File: src/rtl/dmem_bus_unit.sv
// dmem_bus_unit: load/store unit between the MEM stage and a variable-latency
// word-wide data bus. Turns one MEM-stage access into a word-aligned bus
// transaction with byte enables, returns sign/zero-extended load data and
// freezes the pipeline (mem_stall) until the bus answers or times out.
//
// Ports:
//   clk, rst                     clock, asynchronous active-high reset
//   memread_MEM, memwrite_MEM    access strobes (write wins when both set)
//   funct3_MEM                   size/sign: 000 B, 001 H, 010 W, 100 BU, 101 HU
//   alu_MEM                      byte address
//   writedata_MEM                store data (low bits)
//   readdata_MEM                 extended load result (registered)
//   mem_stall                    pipeline freeze request (combinational)
//   misalign, bus_err            one-cycle pulses (registered)
//   bus_req/we/addr/be/wdata     bus request side (registered)
//   bus_ack, bus_rdata           bus response side
module dmem_bus_unit #(
  parameter int unsigned TIMEOUT = 255
) (
  input  logic        clk,
  input  logic        rst,
  input  logic        memread_MEM,
  input  logic        memwrite_MEM,
  input  logic [2:0]  funct3_MEM,
  input  logic [31:0] alu_MEM,
  input  logic [31:0] writedata_MEM,
  output logic [31:0] readdata_MEM,
  output logic        mem_stall,
  output logic        misalign,
  output logic        bus_err,
  output logic        bus_req,
  output logic        bus_we,
  output logic [31:0] bus_addr,
  output logic [3:0]  bus_be,
  output logic [31:0] bus_wdata,
  input  logic        bus_ack,
  input  logic [31:0] bus_rdata
);

  localparam int unsigned CNT_W  = 8;
  localparam int unsigned DATA_W = 32;
  localparam logic [CNT_W-1:0] CNT_LAST = CNT_W'(TIMEOUT - 1);

  typedef enum logic [1:0] {
    S_IDLE,
    S_BUSY,
    S_DONE
  } state_t;

  state_t              state_q, state_d;
  logic [CNT_W-1:0]    cnt_q, cnt_d;
  logic [DATA_W-1:0]   readdata_q, readdata_d;
  logic                misalign_q, misalign_d;
  logic                bus_err_q, bus_err_d;
  logic                bus_req_q, bus_req_d;
  logic                bus_we_q, bus_we_d;
  logic [DATA_W-1:0]   bus_addr_q, bus_addr_d;
  logic [3:0]          bus_be_q, bus_be_d;
  logic [DATA_W-1:0]   bus_wdata_q, bus_wdata_d;
  logic [2:0]          f3_q, f3_d;
  logic [1:0]          off_q, off_d;

  logic                access_c;
  logic                misaligned_c;
  logic [3:0]          be_c;
  logic [DATA_W-1:0]   wdata_c;
  logic [7:0]          lane_byte_c;
  logic [15:0]         lane_half_c;
  logic [DATA_W-1:0]   load_ext_c;

  // Request decode; funct3[1:0] selects the size, 011/110/111 fall into word.
  always_comb begin
    access_c     = memread_MEM | memwrite_MEM;
    misaligned_c = 1'b0;
    be_c         = 4'b1111;
    wdata_c      = writedata_MEM;
    case (funct3_MEM[1:0])
      2'b00: begin
        be_c    = 4'b0001 << alu_MEM[1:0];
        wdata_c = {4{writedata_MEM[7:0]}};
      end
      2'b01: begin
        misaligned_c = alu_MEM[0];
        be_c         = alu_MEM[1] ? 4'b1100 : 4'b0011;
        wdata_c      = {2{writedata_MEM[15:0]}};
      end
      default: begin
        misaligned_c = |alu_MEM[1:0];
      end
    endcase
    // Loads always fetch the full word; lane selection happens on return.
    if (!memwrite_MEM) begin
      be_c = 4'b1111;
    end
  end

  // Lane select and extension of the returning word, using the latched request.
  always_comb begin
    lane_byte_c = bus_rdata[{off_q, 3'b000} +: 8];
    lane_half_c = off_q[1] ? bus_rdata[31:16] : bus_rdata[15:0];
    case (f3_q[1:0])
      2'b00:   load_ext_c = f3_q[2] ? {24'd0, lane_byte_c}
                                    : {{24{lane_byte_c[7]}}, lane_byte_c};
      2'b01:   load_ext_c = f3_q[2] ? {16'd0, lane_half_c}
                                    : {{16{lane_half_c[15]}}, lane_half_c};
      default: load_ext_c = bus_rdata;
    endcase
  end

  // Freeze while a transaction is being accepted or is in flight.
  always_comb begin
    mem_stall = 1'b0;
    if (state_q == S_BUSY) begin
      mem_stall = 1'b1;
    end else if (state_q == S_IDLE) begin
      mem_stall = access_c & ~misaligned_c;
    end
  end

  // Next-state and registered-output logic.
  always_comb begin
    state_d     = state_q;
    cnt_d       = cnt_q;
    readdata_d  = readdata_q;
    misalign_d  = 1'b0;
    bus_err_d   = 1'b0;
    bus_req_d   = bus_req_q;
    bus_we_d    = bus_we_q;
    bus_addr_d  = bus_addr_q;
    bus_be_d    = bus_be_q;
    bus_wdata_d = bus_wdata_q;
    f3_d        = f3_q;
    off_d       = off_q;
    case (state_q)
      S_IDLE: begin
        if (access_c) begin
          if (misaligned_c) begin
            misalign_d = 1'b1;
            if (!memwrite_MEM) begin
              readdata_d = '0;
            end
          end else begin
            bus_req_d   = 1'b1;
            bus_we_d    = memwrite_MEM;
            bus_addr_d  = {alu_MEM[31:2], 2'b00};
            bus_be_d    = be_c;
            bus_wdata_d = wdata_c;
            f3_d        = funct3_MEM;
            off_d       = alu_MEM[1:0];
            cnt_d       = '0;
            state_d     = S_BUSY;
          end
        end
      end
      S_BUSY: begin
        // An ack on the final allowed cycle still completes normally.
        if (bus_ack) begin
          bus_req_d = 1'b0;
          if (!bus_we_q) begin
            readdata_d = load_ext_c;
          end
          state_d = S_DONE;
        end else if (cnt_q == CNT_LAST) begin
          bus_req_d = 1'b0;
          bus_err_d = 1'b1;
          if (!bus_we_q) begin
            readdata_d = '0;
          end
          state_d = S_DONE;
        end else begin
          cnt_d = cnt_q + CNT_W'(1);
        end
      end
      S_DONE: begin
        state_d = S_IDLE;
      end
      default: begin
        state_d = S_IDLE;
      end
    endcase
  end

  // State and output registers.
  always_ff @(posedge clk or posedge rst) begin
    if (rst) begin
      state_q     <= S_IDLE;
      cnt_q       <= '0;
      readdata_q  <= '0;
      misalign_q  <= 1'b0;
      bus_err_q   <= 1'b0;
      bus_req_q   <= 1'b0;
      bus_we_q    <= 1'b0;
      bus_addr_q  <= '0;
      bus_be_q    <= '0;
      bus_wdata_q <= '0;
      f3_q        <= '0;
      off_q       <= '0;
    end else begin
      state_q     <= state_d;
      cnt_q       <= cnt_d;
      readdata_q  <= readdata_d;
      misalign_q  <= misalign_d;
      bus_err_q   <= bus_err_d;
      bus_req_q   <= bus_req_d;
      bus_we_q    <= bus_we_d;
      bus_addr_q  <= bus_addr_d;
      bus_be_q    <= bus_be_d;
      bus_wdata_q <= bus_wdata_d;
      f3_q        <= f3_d;
      off_q       <= off_d;
    end
  end

  assign readdata_MEM = readdata_q;
  assign misalign     = misalign_q;
  assign bus_err      = bus_err_q;
  assign bus_req      = bus_req_q;
  assign bus_we       = bus_we_q;
  assign bus_addr     = bus_addr_q;
  assign bus_be       = bus_be_q;
  assign bus_wdata    = bus_wdata_q;

endmodule

File: config.mk
export PLATFORM = sky130hd
export DESIGN_NAME = dmem_bus_unit
export DESIGN_NICKNAME = d
export VERILOG_FILES = /design/src/rtl/dmem_bus_unit.sv
export SDC_FILE = /design/constraint.sdc
export NUM_CORES = 1
export LEC_CHECK = 0
export CAP_MARGIN = 20
export CORE_MARGIN = 2
export CORE_UTILIZATION = 44
export CTS_BUF_LIST = sky130_fd_sc_hd__clkbuf_8 sky130_fd_sc_hd__clkbuf_16
export CTS_CLUSTER_SIZE = 14
export DETAILED_ROUTE_END_ITERATION = 8
export HOLD_SLACK_MARGIN = 0.12
export PLACE_DENSITY = 0.81
export SLEW_MARGIN = 20
export SYNTH_ARGS = -nofsm -noshare
export SYNTH_HDL_FRONTEND = slang
export SYNTH_SLANG_ARGS = --single-unit
export TNS_END_PERCENT = 5
File: constraint.sdc
create_clock -name clk -period 4.6 [get_ports clk]
set_input_delay 0.92 -clock clk [delete_from_list [all_inputs] [get_ports clk]]
set_output_delay 0.92 -clock clk [all_outputs]
set_load 0.02 [all_outputs]
==> impl_metrics.ini <==
[synth]
synthDistinctLibCells = 46
synth_seq_area_share = 0.546
synth_mux_area_frac = 0.143
synth-xor-area-share = 0.00490
yosys.area.top_type_share = 0.546
syn_area_um2 = 5360
synthTopCellsByArea = dfrtp_1, mux2_2, mux2i_1
async_flop_share = 1.00
syn_inst = 470
yosys.area.top_type = dfrtp_1
synth-compound-area-share = 0.166
ys_warn_count = 0
synthSimpleGateAreaFrac = 0.0953
synthFlopType = dfrtp_1
synth-seq-cells = 117
syn_area_per_cell_um2 = 11.4
synth-adder-area-share = 0.00467
synth_edf_count = 0
synth_top_family_by_area = compound AO/OA/AOI/OAI gates

[clocking]
clk_latency_ns = 0.41
tritoncts_num_sinks = 117
cts-htree-levels = 4
clk_pin_slew_ns = 0.05
ctsRootBufferMaster = clkbuf_16
cts_hold_buffers = 0
cts_tree = yes
numCtsBuffers = 17
post_cts_resized = 0
clock_path_buffers = 2
postCtsSetupRepairBufs = 0

[place]
placed_cell_area_um2 = 7500
port_buffers = 206
dp_hpwl_um = 10600
gp_congestion = 0.854

[route]
dr_total_vias = 4547
first_pass_iters = 4
routed_wl_um = 14900
detail_route.iter0.violations = 342
drt-vias-per-instance = 5.51
drc = 0
drtAntennaViolNets = 0
wl_per_cell_um = 18.1

[worst_hold_path]
hp-class = reg -> reg
holdPathStages = 2

[timing]
clock.fmax_mhz = 271
hold_violations = 0
whs_ns = 0.475
period_share = 0.801
rsz0062_at_grt = no
fin_crit_ns = 3.68
final.setup_skew_ns = 0.00565
setup-tns-final_ns = 0
max_slew_margin = 0.418
setup_viol = 0
tightestPinTransition_ns = 0.873
drv_slew = 0

[setup_path]
crit_path_end_kind = output pin
worstSetupStartpointType = input port
path_max_fanout = 13
required_ns = 3.68
criticalPathCategory = in -> out
crit_arrival_ns = 2.76
rr_worst_depth = 4

[power]
power_leakage_nw = 3.44
ir_worst_vdd_uv = 382
power.density_nw_per_um2 = 643

[die]
die_y_um = 114
start_util = 0.448
coreArea_um2 = 12000
pin_count = 209
die_width_um = 114
dieArea_um2 = 13100
row_count = 40

[cells_and_area]
nets = 774
synthToLayoutAreaGrowth_pct = 50.4
multiInputGateArea_um2 = 2240
nFillCells = 923
drive_above_1_share = 0.125
fin_area_um2 = 8060
regArea_um2 = 2930
insertedDiodeCount = 0
final_util = 0.673

[flow_run]
maxCapViolations = 0

[global_route]
grt_overflow = 0
grt_max_degree = 106
grtUsageTotal = 0.235
antenna_found_initial = 0
grt_pass1_wl_um = 23700
grt_pass1_vias = 4733

[outcome]
status = finished clean
[flip-flops by register name, summed over array words and instances (netlist names)]
signal / flops
readdata_MEM: 32
misalign: 1
off_q: 2
bus_be: 4
cnt_q: 8
bus_req: 1
f3_q: 3
bus_err: 1
bus_we: 1
state_q: 2
bus_wdata: 32
bus_addr: 30
[cells in the final DEF (no fill, tap or decap), drive strengths merged, types with 5 or more instances in the layout]
cell type,n
a21oi,27
clkinv,5
nor2,23
inv,12
a211o,7
clkbuf,19
dfrtp,117
a221o,24
nand2,38
buf,7
nand3b,7
clkdlybuf4s50,206
o21ai,49
mux2,45
nor2b,9
o2bb2ai,8
mux2i,26
[synth_stat cells (3+ instances only)]
library cell and number:
nand4_1 4, o31ai_1 3, mux2i_1 26, inv_1 8, a21oi_1 27, buf_2 11, dfrtp_1 117, and3_1 4
o21ai_0 48, buf_6 3, a221o_1 24, nor2_1 23, nor2b_1 9, nand2_1 37, a211o_1 7, o211ai_1 4
xor2_1 3, o2bb2ai_1 8, clkbuf_1 16, nand3b_1 7, nand2b_1 3, mux2_2 45, nand3_1 4
[logic make-up after synthesis]
logic type               after synthesis
AO/OA/AOI/OAI                        130
XOR/XNOR                               3
adder cells (fa/ha/maj)                2
buffers and inverters                 43
flip-flops                           117
multiplexers                          71
other                                  1
AND/OR/NAND/NOR                      103
[stage by stage]
step,std cells,power [W],setup WS (ns)
after floorplan,471,0.00292,0.579
after global placement,795,0.00394,0.932
after detailed placement,795,0.00401,0.919
after CTS,824,0.00521,0.902
after global routing,825,0.00546,0.852
final,825,0.00518,0.916
[path summary, 6_finish.rpt]
check / endpoint / from / slack [ns]
worst min-delay path: bus_be[2] / bus_be[2] / 0.47
worst max register to register: readdata_MEM[22] / off_q[1] / 2.23
worst max-delay path: mem_stall / funct3_MEM[0] / 0.92
worst min register to register: bus_be[2] / bus_be[2] / 0.47
max in group asynchronous: bus_addr[28] / rst / 2.76
min in group asynchronous: readdata_MEM[3] / rst / 1.05
[report_power, final]
| group | internal, W | leakage [nW] | switching, W |
|---|---|---|---|
| Clock | 0.000745 | 0.279 | 0.000425 |
| Sequential | 0.00145 | 1.46 | 0.000297 |
| Combinational | 0.00114 | 1.70 | 0.00113 |
| Total | 0.00333 | 3.44 | 0.00185 |
[per-layer routing]
metal  vias to the layer above  global-route usage  share of wire
li1                       2108                   -              -
met1                      2233               0.274           0.40
met5                         -                   0              0
met4                         0               0.111          0.031
met2                       175               0.395           0.50
met3                        31              0.0725          0.069
[worst max-delay path, cell delays in order]
cell and delay (ns):
clkdlybuf4s50_1 0.41, buf_4 0.22, nor2_2 0.12, buf_4 0.26
o221ai_4 0.14, nand2_1 0.09, clkdlybuf4s50_1 0.60
[layout make-up]
cell class | count | area share
Timing Repair Buffer | 213 | 0.267
Clock inverter | 10 | 0.00870
Clock buffer | 19 | 0.0562
Multi-Input combinational cell | 311 | 0.278
Inverter | 8 | 0.00404
Tap cell | 147 | 0.0228
Sequential cell | 117 | 0.363
Note: power is estimated with default switching activity, not from simulation.
